`src/rtl/pipe_pkg.sv`:
```
// ---------------------------------------------------------------------------
// pipe_pkg
// Shared constants and types for the 3-stage arithmetic pipeline and the
// result FIFO that sits behind it.
//   PIPE_W        : width of the pipeline's signed result Y
//   PIPE_LAT      : in_valid-to-out_valid latency of the pipeline
//   AF_MARGIN_DEF : default almost-full margin (pipeline latency + 1)
//   DROP_CNT_W    : width of the saturating dropped-result counter
//   FIFO_DEPTH    : default number of result FIFO entries
// ---------------------------------------------------------------------------
package pipe_pkg;

    localparam int PIPE_W        = 16;
    localparam int PIPE_LAT      = 4;
    localparam int AF_MARGIN_DEF = PIPE_LAT + 1;
    localparam int DROP_CNT_W    = 8;
    localparam int FIFO_DEPTH    = 8;

    localparam logic [DROP_CNT_W-1:0] DROP_CNT_MAX = '1;

    // Overflow bookkeeping kept together so it moves as one register.
    typedef struct packed {
        logic                  ovf;
        logic [DROP_CNT_W-1:0] drop_cnt;
    } drop_state_t;

    // Increment that sticks at the all-ones value instead of wrapping.
    function automatic logic [DROP_CNT_W-1:0] sat_inc(input logic [DROP_CNT_W-1:0] v);
        if (v == DROP_CNT_MAX) begin
            return v;
        end
        return v + DROP_CNT_W'(1);
    endfunction

endpackage

```
`src/rtl/pipe_result_fifo_if.sv`:
```
// ---------------------------------------------------------------------------
// pipe_result_fifo_if
// Bundles the result FIFO's data-path and status signals.
//   in_valid/in_data     : result strobe and data from the pipeline
//   out_valid/out_data   : head entry presented to the consumer
//   out_ready            : consumer accepts the head this cycle
//   level/full/almost_full : fill status
//   ovf/drop_cnt/clr_ovf : overflow reporting and its clear
// The slave modport is the FIFO itself; master is the surrounding system.
// ---------------------------------------------------------------------------
interface pipe_result_fifo_if
    import pipe_pkg::*;
#(
    parameter int WIDTH = PIPE_W,
    parameter int DEPTH = FIFO_DEPTH
) ();

    logic                    in_valid;
    logic [WIDTH-1:0]        in_data;
    logic                    out_valid;
    logic [WIDTH-1:0]        out_data;
    logic                    out_ready;
    logic [$clog2(DEPTH):0]  level;
    logic                    full;
    logic                    almost_full;
    logic                    ovf;
    logic [DROP_CNT_W-1:0]   drop_cnt;
    logic                    clr_ovf;

    modport master (
        output in_valid, in_data, out_ready, clr_ovf,
        input  out_valid, out_data, level, full, almost_full, ovf, drop_cnt
    );

    modport slave (
        input  in_valid, in_data, out_ready, clr_ovf,
        output out_valid, out_data, level, full, almost_full, ovf, drop_cnt
    );

endinterface

```
`src/rtl/pipe_fifo_mem.sv`:
```
// ---------------------------------------------------------------------------
// pipe_fifo_mem
// DEPTH x WIDTH register array used as FIFO storage.
//   clk   : write clock
//   we    : write enable
//   waddr : write address
//   wdata : write data
//   raddr : read address (asynchronous read)
//   rdata : contents of entry raddr
// The array is not reset; the FIFO's pointers decide what is meaningful.
// ---------------------------------------------------------------------------
module pipe_fifo_mem #(
    parameter int WIDTH = 16,
    parameter int DEPTH = 8,
    localparam int AW   = $clog2(DEPTH)
) (
    input  logic             clk,
    input  logic             we,
    input  logic [AW-1:0]    waddr,
    input  logic [WIDTH-1:0] wdata,
    input  logic [AW-1:0]    raddr,
    output logic [WIDTH-1:0] rdata
);

    logic [WIDTH-1:0] mem_q [DEPTH];

    always_ff @(posedge clk) begin
        if (we) begin
            mem_q[waddr] <= wdata;
        end
    end

    assign rdata = mem_q[raddr];

endmodule

```
`src/rtl/pipe_result_fifo.sv`:
```
// ---------------------------------------------------------------------------
// pipe_result_fifo
// First-word fall-through buffer for the pipeline's result stream. The
// pipeline cannot be stalled, so every valid result is absorbed here when
// there is room and counted as dropped when there is not.
//   clk : clock, rising edge
//   rst : synchronous, active-high reset (flushes all entries)
//   bus : pipe_result_fifo_if slave port
//         in_valid/in_data   - result stream from the pipeline
//         out_valid/out_data - head entry, out_data is 0 when empty
//         out_ready          - consumer pops the head
//         level/full/almost_full - fill status from the registered level
//         ovf/drop_cnt/clr_ovf   - sticky overflow flag, saturating count
// ---------------------------------------------------------------------------
module pipe_result_fifo
    import pipe_pkg::*;
#(
    parameter int WIDTH     = PIPE_W,
    parameter int DEPTH     = FIFO_DEPTH,
    parameter int AF_MARGIN = AF_MARGIN_DEF
) (
    input  logic               clk,
    input  logic               rst,
    pipe_result_fifo_if.slave  bus
);

    localparam int PTR_W     = $clog2(DEPTH);
    localparam int LVL_W     = PTR_W + 1;
    localparam int AF_THRESH = DEPTH - AF_MARGIN;

    logic [PTR_W-1:0] wr_ptr_q, wr_ptr_d;
    logic [PTR_W-1:0] rd_ptr_q, rd_ptr_d;
    logic [LVL_W-1:0] level_q, level_d;
    drop_state_t      drop_q, drop_d;

    logic             not_empty;
    logic             is_full;
    logic             almost_full;
    logic             push;
    logic             pop;
    logic             drop;
    logic             mem_we;
    logic [WIDTH-1:0] head_data;

    // A full FIFO may still accept a result when the head leaves in the
    // same cycle; otherwise an incoming result on a full FIFO is dropped.
    always_comb begin
        not_empty = (level_q != '0);
        is_full   = (level_q == LVL_W'(DEPTH));
        pop       = not_empty & bus.out_ready;
        push      = bus.in_valid & (~is_full | pop);
        drop      = bus.in_valid & is_full & ~pop;
        mem_we    = push & ~rst;
    end

    // A threshold at or below zero means the flag is permanently raised.
    generate
        if (AF_THRESH <= 0) begin : g_af_const
            assign almost_full = 1'b1;
        end else begin : g_af_cmp
            assign almost_full = (level_q >= LVL_W'(AF_THRESH));
        end
    endgenerate

    // Pointer, level and overflow next-state. Simultaneous clear and drop
    // resolves in favour of the drop so the new loss is never hidden.
    always_comb begin
        wr_ptr_d = wr_ptr_q;
        rd_ptr_d = rd_ptr_q;
        level_d  = level_q;
        drop_d   = drop_q;

        if (push) begin
            wr_ptr_d = wr_ptr_q + PTR_W'(1);
        end
        if (pop) begin
            rd_ptr_d = rd_ptr_q + PTR_W'(1);
        end

        if (push && !pop) begin
            level_d = level_q + LVL_W'(1);
        end else if (pop && !push) begin
            level_d = level_q - LVL_W'(1);
        end

        if (drop) begin
            drop_d.ovf = 1'b1;
            if (bus.clr_ovf) begin
                drop_d.drop_cnt = DROP_CNT_W'(1);
            end else begin
                drop_d.drop_cnt = sat_inc(drop_q.drop_cnt);
            end
        end else if (bus.clr_ovf) begin
            drop_d.ovf      = 1'b0;
            drop_d.drop_cnt = '0;
        end
    end

    always_ff @(posedge clk) begin
        if (rst) begin
            wr_ptr_q <= '0;
            rd_ptr_q <= '0;
            level_q  <= '0;
            drop_q   <= '0;
        end else begin
            wr_ptr_q <= wr_ptr_d;
            rd_ptr_q <= rd_ptr_d;
            level_q  <= level_d;
            drop_q   <= drop_d;
        end
    end

    pipe_fifo_mem #(
        .WIDTH (WIDTH),
        .DEPTH (DEPTH)
    ) u_mem (
        .clk   (clk),
        .we    (mem_we),
        .waddr (wr_ptr_q),
        .wdata (bus.in_data),
        .raddr (rd_ptr_q),
        .rdata (head_data)
    );

    // Head is forced to zero when empty so stale storage never leaks out.
    always_comb begin
        bus.out_valid   = not_empty;
        bus.out_data    = not_empty ? head_data : '0;
        bus.level       = level_q;
        bus.full        = is_full;
        bus.almost_full = almost_full;
        bus.ovf         = drop_q.ovf;
        bus.drop_cnt    = drop_q.drop_cnt;
    end

endmodule

```
`src/flat_wrapper.sv`:
```
// flat-port wrapper written by rule: the top's interface ports become plain ports
module pipe_result_fifo_flat import pipe_pkg::*;
#(
    parameter int WIDTH     = PIPE_W,
    parameter int DEPTH     = FIFO_DEPTH,
    parameter int AF_MARGIN = AF_MARGIN_DEF
)
  (clk, rst, bus_in_valid, bus_in_data, bus_out_ready, bus_clr_ovf, bus_out_valid, bus_out_data, bus_level, bus_full, bus_almost_full, bus_ovf, bus_drop_cnt);
  pipe_result_fifo_if #(.WIDTH(WIDTH), .DEPTH(DEPTH)) bus_i ();
  input  logic clk;
  input  logic rst;
  input wire logic [$bits(bus_i.in_valid)-1:0] bus_in_valid;
  input wire logic [$bits(bus_i.in_data)-1:0] bus_in_data;
  input wire logic [$bits(bus_i.out_ready)-1:0] bus_out_ready;
  input wire logic [$bits(bus_i.clr_ovf)-1:0] bus_clr_ovf;
  output wire logic [$bits(bus_i.out_valid)-1:0] bus_out_valid;
  output wire logic [$bits(bus_i.out_data)-1:0] bus_out_data;
  output wire logic [$bits(bus_i.level)-1:0] bus_level;
  output wire logic [$bits(bus_i.full)-1:0] bus_full;
  output wire logic [$bits(bus_i.almost_full)-1:0] bus_almost_full;
  output wire logic [$bits(bus_i.ovf)-1:0] bus_ovf;
  output wire logic [$bits(bus_i.drop_cnt)-1:0] bus_drop_cnt;
  assign bus_i.in_valid = bus_in_valid;
  assign bus_i.in_data = bus_in_data;
  assign bus_i.out_ready = bus_out_ready;
  assign bus_i.clr_ovf = bus_clr_ovf;
  assign bus_out_valid = bus_i.out_valid;
  assign bus_out_data = bus_i.out_data;
  assign bus_level = bus_i.level;
  assign bus_full = bus_i.full;
  assign bus_almost_full = bus_i.almost_full;
  assign bus_ovf = bus_i.ovf;
  assign bus_drop_cnt = bus_i.drop_cnt;
  pipe_result_fifo #(.WIDTH(WIDTH), .DEPTH(DEPTH), .AF_MARGIN(AF_MARGIN)) u_core (.clk(clk), .rst(rst), .bus(bus_i));
endmodule
```
`config.mk`:
```
export PLATFORM = sky130hd
export DESIGN_NAME = pipe_result_fifo_flat
export DESIGN_NICKNAME = d
export VERILOG_FILES = /design/src/rtl/pipe_pkg.sv /design/src/rtl/pipe_result_fifo_if.sv /design/src/rtl/pipe_fifo_mem.sv /design/src/rtl/pipe_result_fifo.sv /design/src/flat_wrapper.sv
export SDC_FILE = /design/constraint.sdc
export NUM_CORES = 1
export LEC_CHECK = 0
export CORE_ASPECT_RATIO = 2
export CORE_MARGIN = 4
export CORE_UTILIZATION = 25
export DETAILED_ROUTE_END_ITERATION = 8
export PLACE_DENSITY = 0.49
export SETUP_SLACK_MARGIN = 0.4
export SLEW_MARGIN = 5
export SYNTH_ARGS = -nofsm -noshare
export SYNTH_HDL_FRONTEND = slang
export SYNTH_SLANG_ARGS = --single-unit
export TNS_END_PERCENT = 30
```
`constraint.sdc`:
```
create_clock -name clk -period 3.5 [get_ports clk]
set_input_delay 0.7 -clock clk [delete_from_list [all_inputs] [get_ports clk]]
set_output_delay 0.7 -clock clk [all_outputs]
set_load 0.02 [all_outputs]
```
==> results of run 1 <==
[worst min-delay path by stage]
stage                  startpoint            endpoint  slack (ns)  cells after the start
3_5_place_dp   u_core.wr_ptr_q[0]  u_core.wr_ptr_q[0]        0.49                      2
6_report       u_core.wr_ptr_q[0]  u_core.wr_ptr_q[0]        0.49                      2
2_1_floorplan  u_core.rd_ptr_q[1]           flip-flop        0.45                      2
5_1_grt        u_core.rd_ptr_q[1]           flip-flop        0.52                      2
4_1_cts        u_core.wr_ptr_q[0]  u_core.wr_ptr_q[0]        0.50                      2
3_3_place_gp   u_core.rd_ptr_q[1]  u_core.rd_ptr_q[1]        0.48                      2
[flip-flops by register name, summed over array words and instances (netlist names), named ones only]
name	flops
u_core.bus.drop_cnt	8
u_core.u_mem.mem_q	128
u_core.wr_ptr_q	3
u_core.rd_ptr_q	3
u_core.bus.ovf	1
u_core.bus.level	4
[stage by stage]
stage          util, %  setup slack, ns  hold WS [ns]  instances  instance area [sq um]
6_report          32.5            0.417         0.493        698                   7620
5_1_grt           32.5            0.278         0.516        698                   7620
4_1_cts           32.4            0.359         0.496        698                   7600
3_5_place_dp      29.6            0.265         0.488        665                   6930
3_3_place_gp      29.6            0.347         0.483        665                   6930
2_1_floorplan        -            0.365         0.454        332                   5970
[synth_stat cells (3+ instances only)]
library cell    n  share of area, %
nand3_1         8              0.67
ha_1            6               1.3
o21ai_0         3              0.25
xor2_1          3              0.44
dfxtp_1        22               7.4
nor2b_1         3              0.31
a31oi_1         4              0.42
clkbuf_1       10              0.63
edfxtp_1      128                64
nor3_1          3              0.25
nor2_1         33               2.1
inv_1           3              0.19
mux4_2         32                12
buf_2           3              0.25
nand2_1        11              0.69
a21oi_1        10              0.84
mux2i_1        18               3.0
[worst min-delay path, stage by stage, from the launching register on]
cell and delay, ns:
dfxtp_1 0.33, nand2_1 0.06, a21oi_1 0.05
[cells by family (layout without fill, tap and decap cells)]
logic type      count (synthesis)  after routing  share of synthesized area (%)
compound gates                 25             25                           2.87
xor+xnor                        5              5                          0.735
fa+ha+maj                       7              7                           1.59
buf+inv                        19            102                           1.41
flops                         150            150                           71.8
mux                            51             51                           15.3
simple gates                   75             75                           6.25
[where the power goes]
group          internal, mW  switching [mW]  total [mW]  leakage, nW
Combinational         0.731           0.729        1.46        0.812
Sequential             2.01          0.0663        2.08         1.34
Clock                  1.33           0.655        1.99        0.310
Total                  4.07            1.45        5.52         2.46
[what timing repair did]
| item | 4_1_cts | 5_1_grt |
|---|---|---|
| hold endpoints to repair | 0 | 0 |
| resized for setup | 3 | 6 |
| setup endpoints to repair | 13 | 14 |
| gates cloned | 1 | 0 |
| hold buffers | 0 | 0 |
[cell type report]
cell class,instances,area [sq um],area share [%]
Sequential cell,150,4290,56.3
Multi-Input combinational cell,163,1640,21.5
Timing Repair Buffer,66,671,8.81
Clock buffer,22,444,5.83
Tap cell,283,354,4.65
Clock inverter,10,201,2.64
Inverter,4,20.0,0.263
[per-layer routing]
| metal | up-vias | part of all wire [%] |
|---|---|---|
| li1 | 1457 | - |
| met4 | 0 | 1.5 |
| met2 | 67 | 57 |
| met3 | 15 | 3.5 |
| met1 | 1609 | 38 |
| met5 | - | 0 |
==> flow_metrics.tcl, run 1 <==
set metrics [dict create \
    cts_setup_buffers 0 \
    rrSetupSlack_ns 0.57 \
    yosys_warnings 0 \
    finalWeightedCongestion 0.727 \
    ys_ff_latch 150 \
    p_leak_nw 2.46 \
    pwr_density_cell_mw_per_mm2 725 \
    io_pins 53 \
    initial_utilization_pct 25.5 \
    period_share_pct 88.1 \
    fillCellCount 2261 \
    rr_endpoint "u_core.bus.level[3]" \
    hold_path_class "flip-flop to flip-flop" \
    cp-end-kind "primary output" \
    fin_nets 430 \
    avgSynthCellArea_sq_um 18.0 \
    viasPerCell 4.51 \
    cts_root_buf "clkbuf_16" \
    rows 79 \
    startpoint_type "flip-flop" \
    hold_viol 0 \
    dr.pass1.iters 6 \
    drive_gt1_share_pct 21.2 \
    syn-cell-area_sq_mm 0.00596 \
    ys_seq_area_share_pct 71.8 \
    slew-limit-headroom_pct 72.4 \
    mostFrequentLayoutCells "edfxtp_1, clkdlybuf4s50_1, nor2_1" \
    clk_pin_slew_ns 0.06 \
    met2_usage_pct 19.6 \
    numCtsBuffers 17 \
    status "finished, final reports clean" \
    n_antenna_cell 0 \
    ir_worst_vdd_mv 0.340 \
    crit_path_top_delay_cell "clkdlybuf4s50_1" \
    synth-edff-count 128 \
    finalSetupTns_ns 0 \
    timing.fmax_mhz 324 \
    crit_cells 5 \
    async_reset_ff_share_pct 0 \
    crit_end "bus_out_data[8]" \
    post_drt_wl_per_cell_um 18.5 \
    routed_wl_um 12900 \
    use_met3_pct 2.78 \
    die_height_um 226 \
    die-area_sq_mm 0.0265 \
    use_met1_pct 11.2 \
    setup_violations 0 \
    dp_hpwl_um 8280 \
    grt_pass1_vias 3524 \
    cp_cell_sequence "bufbuf_16 > mux4_2 > mux2i_1 > nor2_1 > clkdlybuf4s50_1" \
    port_buffers 52 \
    syn2layout_area_growth_pct 27.7 \
    critical_path.max_fanout 16 \
    grt-ovfl-total 0 \
    final_common_cell "edfxtp_1" \
    p_total_mw 5.52 \
    cts_htree_levels 4 \
    cts.path.max_buffers 2 \
    antenna_found_initial 0 \
    synth_ff_type "edfxtp_1" \
    rsz0062_at_grt "true" \
    grt_busiest_layer "met2" \
    r2r-start "u_core.bus.level[1]" \
    drv_slew 0 \
    die_width_um 117 \
    clk_latency_ns 0.41 \
    num_vias 3148 \
    ant_nets 0 \
    drc 0 \
    crit_required_ns 2.80 \
    cts_num_sinks 150 \
    crit_type "flip-flop to primary output" \
    yosys.cell_types.count 41 \
    core-area_sq_mm 0.0234 \
    fin_crit_ns 3.08 \
    maxCapViolCount 0 \
    finalClockSkew_ns 0.00662 \
    grt_pass1_wl_um 20400 \
    gr-usage-all-layers_pct 10.6 \
    cp_num_buf_inv 2 \
    worst_ep_arrival_time_ns 2.38 \
    drtIter0Drc 189 \
    grt_max_degree 33 \
    reg2reg_depth 10 \
    path_delay_family "buffers and inverters" \
    synthCells 332 \
    worst_pin_slew_ns 0.414 \
    cts_tree "yes" \
    synth_fp_nets 360 \
    cpPeakStageDelay_ns 0.55 \
]
Note: power is estimated with default switching activity, not from simulation.
==> inputs of run 2 (changes only) <==
--- a/config.mk
+++ b/config.mk
@@ -7,9 +7,10 @@
 export LEC_CHECK = 0
 export CORE_ASPECT_RATIO = 2
 export CORE_MARGIN = 4
-export CORE_UTILIZATION = 25
+export CORE_UTILIZATION = 30
 export DETAILED_ROUTE_END_ITERATION = 8
-export PLACE_DENSITY = 0.49
+export PLACE_DENSITY = 0.55
+export RECOVER_POWER = 100
 export SETUP_SLACK_MARGIN = 0.4
 export SLEW_MARGIN = 5
 export SYNTH_ARGS = -nofsm -noshare
==> run 2 against run 1 <==
Net effect:
- clock power is 8% lower
- final area is 2.0% lower
- sequential cell count did not move
- die area fell by 16%
- first-iteration DRC count shrank 35%
- global-route usage increased by 1.3 points
- clock skew up 0.0037 ns
- critical path type unchanged
- combinational power down 3%
- highest routed layer unchanged
==> flow_metrics.tcl, run 2 (same netlist as run 1, synthesis figures left out) <==
set metrics [dict create \
    finalSetupTns_ns 0 \
    p_leak_nw 2.43 \
    fin_crit_ns 3.16 \
    setup_slack_ns 0.337 \
    die-area_sq_mm 0.0223 \
    status "finished, final reports clean" \
    grt_max_degree 33 \
    die_width_um 108 \
    cts_htree_levels 4 \
    drive_gt1_share_pct 18.4 \
    numCtsBuffers 17 \
    die_height_um 207 \
    syn2layout_area_growth_pct 25.1 \
    grt_pass1_wl_um 19500 \
    slew-limit-headroom_pct 14.6 \
    finalClockSkew_ns 0.0103 \
    largest-register "u_core.u_mem.mem_q" \
    mostFrequentLayoutCells "edfxtp_1, dlygate4sd3_1, nor2_1" \
    final_common_cell "edfxtp_1" \
    critical_path.max_fanout 16 \
    post_drt_wl_per_cell_um 18.6 \
    grt-ovfl-total 0 \
    setup_violations 0 \
    period_share_pct 90.4 \
    routed_wl_um 12600 \
    cts_tree "yes" \
    cp-end-kind "primary output" \
    postCtsHoldBufs 0 \
    rsz0062_at_grt "true" \
    drtIter0Drc 122 \
    place_ws_ns 0.271 \
    antenna_found_initial 1 \
    num_vias 3181 \
    finalWeightedCongestion 0.751 \
    clk_latency_ns 0.41 \
    swShare_pct 27.0 \
    worst_pin_slew_ns 1.28 \
    timing.fmax_mhz 316 \
    pwr_density_cell_mw_per_mm2 714 \
    crit_type "flip-flop to primary output" \
    p_seq_share_pct 39.1 \
    core-area_sq_mm 0.0195 \
    io_pins 53 \
    comb_power_share_pct 26.5 \
    gr-usage-all-layers_pct 11.9 \
    rows 72 \
    dr.pass1.iters 4 \
    ir_worst_vdd_mv 0.346 \
    cts_num_sinks 150 \
    dp_hpwl_um 8000 \
    port_buffers 52 \
    startpoint_type "flip-flop" \
    ant_nets 0 \
    maxCapViolCount 0 \
    clockPowerShare_pct 34.4 \
    drc 0 \
    fin_nets 436 \
    grt_pass1_vias 3532 \
    viasPerCell 4.68 \
    cts.path.max_buffers 2 \
    p_sw_mw 1.44 \
    crit_required_ns 2.80 \
    worst_ep_arrival_time_ns 2.46 \
    drv_slew 0 \
    hold_viol 0 \
    initial_utilization_pct 30.6 \
    p_int_mw 3.88 \
    clk_pin_slew_ns 0.06 \
    largest_reg_flops 128 \
    hold_path_class "flip-flop to flip-flop" \
    cts_root_buf "clkbuf_16" \
]
-- run 2: cell count changes in the layout (fill, tap and decap cells not counted), moves of 4 or more --
| cell | change |
|---|---|
| nor4_1 | +4 |
| clkdlybuf4s50_1 | -36 |
| clkbuf_1 | +5 |
| dlygate4sd3_1 | +37 |
-- run 2: layout make-up --
| cell class | instances | area, sq um |
|---|---|---|
| well taps | 259 | 324 |
| flip-flops and latches | 150 | 4290 |
| repair buffers | 72 | 667 |
| inverters | 4 | 20.0 |
| diodes | 1 | 2.50 |
| fillers | 1870 | 12000 |
| multi-input cells | 163 | 1570 |
| clock buffers | 18 | 429 |
| clock inverters | 12 | 161 |
-- run 2: power groups by stage --
stage | registers (mW) | clock network (mW) | logic, mW
after global placement | 2.13 | 0 | 1.43
after floorplan | 2.11 | 0 | 0.885
after global routing | 2.09 | 1.95 | 1.53
after detailed placement | 2.13 | 0 | 1.44
final | 2.08 | 1.83 | 1.41
after CTS | 2.10 | 1.88 | 1.43
-- run 2: routing by layer --
layer	wire length, um	vias up	GRT usage (%)	part of all wire (%)
met4	208	0	4.32	1.6
met2	7250	62	22.4	57
met3	438	14	3.27	3.5
met5	0	-	0	0
met1	4730	1626	12.2	37
li1	-	1479	-	-
-- run 2: timing repair --
action,4_1_cts,5_1_grt
pin swaps,0,0
buffers inserted,0,4
setup endpoints to repair,15,14
gates cloned,0,1
gates resized for setup,4,4
-- run 2: worst max-delay path, stage by stage (launching register included) --
cell and delay, ns:
dfxtp_1 0.38, nor4_1 0.56, buf_4 0.37, nor2_1 0.07, dlygate4sd3_1 0.65
-- run 2: final timing paths --
kind,startpoint,endpoint,slack [ns],cells past startpoint
max,u_core.bus.level[0],bus_out_data[14],0.34,4
max reg2reg,u_core.bus.level[0],u_core.bus.level[3],0.51,10
min reg2reg,u_core.wr_ptr_q[0],u_core.wr_ptr_q[0],0.50,2
min,u_core.wr_ptr_q[0],u_core.wr_ptr_q[0],0.50,2
-- run 2: metrics by stage --
step	hold WS [ns]	power [mW]	cells	instance area [sq um]	utilization (%)
final	0.497	5.32	679	7460	38.3
after global routing	0.523	5.58	678	7460	38.3
after global placement	0.484	3.56	643	6910	35.5
after detailed placement	0.490	3.57	643	6910	35.5
after floorplan	0.454	2.99	332	5970	-
after CTS	0.499	5.40	673	7500	38.5
==> inputs of run 3 (changes only) <==
--- a/config.mk
+++ b/config.mk
@@ -7,9 +7,9 @@
 export LEC_CHECK = 0
 export CORE_ASPECT_RATIO = 2
 export CORE_MARGIN = 4
-export CORE_UTILIZATION = 30
+export CORE_UTILIZATION = 29
 export DETAILED_ROUTE_END_ITERATION = 8
-export PLACE_DENSITY = 0.55
+export PLACE_DENSITY = 0.54
 export RECOVER_POWER = 100
 export SETUP_SLACK_MARGIN = 0.4
 export SLEW_MARGIN = 5
==> run 3 against run 2 <==
Net effect:
- fmax down 0.80%
- die area up 3.2%
- combinational power about the same
==> flow_metrics.tcl, run 3 (same netlist as run 1, synthesis figures left out) <==
set metrics [dict create \
    port_buffers 52 \
    worst_pin_slew_ns 1.28 \
    grt_pass1_wl_um 19800 \
    pwr_density_cell_mw_per_mm2 689 \
    clockPowerShare_pct 32.2 \
    drc 0 \
    cts_setup_buffers 0 \
    timing.fmax_mhz 314 \
    die_height_um 211 \
    finalSetupTns_ns 0 \
    status "finished, final reports clean" \
    setup_violations 0 \
    finalClockSkew_ns 0.00899 \
    crit_type "flip-flop to primary output" \
    final_common_cell "edfxtp_1" \
    cp_cell_sequence "bufbuf_16 > mux4_2 > mux2i_1 > nor2_1 > dlygate4sd3_1" \
    rows 74 \
    num_vias 3169 \
    swShare_pct 28.4 \
    dp_hpwl_um 8090 \
    maxCapViolCount 0 \
    drtIter0Drc 119 \
    grt_pass1_vias 3488 \
    numCtsBuffers 17 \
    multi_input_comb_area_sq_mm 0.00159 \
    p_leak_nw 2.46 \
    cts_tree "yes" \
    clk_pin_slew_ns 0.06 \
    seqCellArea_sq_mm 0.00429 \
    core-area_sq_mm 0.0204 \
    drv_slew 0 \
    startpoint_type "flip-flop" \
    rsz0062_at_grt "true" \
    setup_slack_ns 0.311 \
    ant_nets 0 \
    worst_ep_arrival_time_ns 2.49 \
    largest_reg_flops 128 \
    cts.path.max_buffers 2 \
    io_pins 53 \
    place_ws_ns 0.330 \
    hold_viol 0 \
    dr.pass1.iters 4 \
    p_sw_mw 1.46 \
    critical_path.max_fanout 10 \
    mostFrequentLayoutCells "edfxtp_1, dlygate4sd3_1, nor2_1" \
    comb_power_share_pct 27.0 \
    slew-limit-headroom_pct 14.4 \
    cts_htree_levels 4 \
    crit_required_ns 2.80 \
    clk_latency_ns 0.42 \
    gr-usage-all-layers_pct 11.9 \
    fillCellCount 1981 \
    finalWeightedCongestion 0.763 \
    fin_crit_ns 3.19 \
    largest-register "u_core.u_mem.mem_q" \
    grt_max_degree 17 \
    grt-ovfl-total 0 \
    viasPerCell 4.63 \
    period_share_pct 91.1 \
    die_width_um 109 \
    antenna_found_initial 0 \
    post_drt_wl_per_cell_um 18.3 \
    cts_root_buf "clkbuf_16" \
    p_int_mw 3.68 \
    syn2layout_area_growth_pct 24.9 \
    drive_gt1_share_pct 19.8 \
    n_antenna_cell 0 \
    cp-end-kind "primary output" \
    initial_utilization_pct 29.3 \
    crit_path_top_delay_cell "dlygate4sd3_1" \
    routed_wl_um 12500 \
    fin_nets 434 \
    die-area_sq_mm 0.0231 \
    cpPeakStageDelay_ns 0.65 \
    p_seq_share_pct 40.8 \
    cts_num_sinks 150 \
    hold_path_class "flip-flop to flip-flop" \
    ir_worst_vdd_mv 0.339 \
]
run 3: changes by cell type in the layout (fill, tap and decap cells not counted), moves of 2 or more:
cell / delta
clkdlybuf4s50_1: -7
buf_4: -4
bufinv_16: -4
clkinv_1: -3
clkinvlp_4: -2
inv_4: +6
dlygate4sd3_1: +8
clkinv_2: +2
clkbuf_8: +3
run 3: worst max-delay path, delay by kind of cell (launching register included):
family | cells | cell delay (ns)
buffers and inverters | 2 | 0.96
DFF | 1 | 0.41
muxes | 2 | 0.63
and+or+nand+nor | 1 | 0.06
run 3: what timing repair did:
item / in CTS / in global routing
setup endpoints to repair: 16 / 13
gates cloned: 1 / 0
gates resized for setup: 5 / 3
hold buffers: 0 / 0
run 3: cell type report:
cell class | instances | area share, %
timing repair buffer | 70 | 9.11
tap | 266 | 4.47
multi-input combinational | 163 | 21.3
clock inverter | 12 | 0.958
inverter | 4 | 0.269
sequential | 150 | 57.6
clock buffer | 20 | 6.27
run 3: worst paths after layout:
check / startpoint / slack (ns) / depth (start not counted) / to
worst max register to register: u_core.bus.level[0] / 0.54 / 10 / u_core.bus.level[3]
worst min register to register: u_core.wr_ptr_q[0] / 0.50 / 2 / u_core.wr_ptr_q[0]
worst min-delay path: u_core.wr_ptr_q[0] / 0.50 / 2 / u_core.wr_ptr_q[0]
worst max-delay path: flip-flop / 0.31 / 5 / bus_out_data[12]
run 3: routing by layer:
metal	GRT usage, %	share of wire, %	vias up
li1	-	-	1476
met1	12.8	37	1618
met2	21.5	58	60
met3	3.33	3.4	15
met4	5.04	1.8	0
met5	0	0	-
run 3: power by group through the flow:
stage	registers (mW)	logic, mW	clock network, mW
3_3_place_gp	2.13	1.45	0
6_report	2.10	1.39	1.65
2_1_floorplan	2.11	0.885	0
5_1_grt	2.11	1.51	1.79
3_5_place_dp	2.14	1.46	0
4_1_cts	2.11	1.50	1.70
run 3: stage by stage:
stage                     power (mW)  util (%)  hold slack, ns  cell area, sq um  std cells
final                           5.13      36.6           0.497              7450        685
after CTS                       5.31      36.9           0.497              7520        685
after global routing            5.41      36.6           0.536              7450        685
after floorplan                 2.99         -           0.454              5970        332
after global placement          3.58      34.1           0.485              6950        652
after detailed placement        3.59      34.1           0.488              6950        652
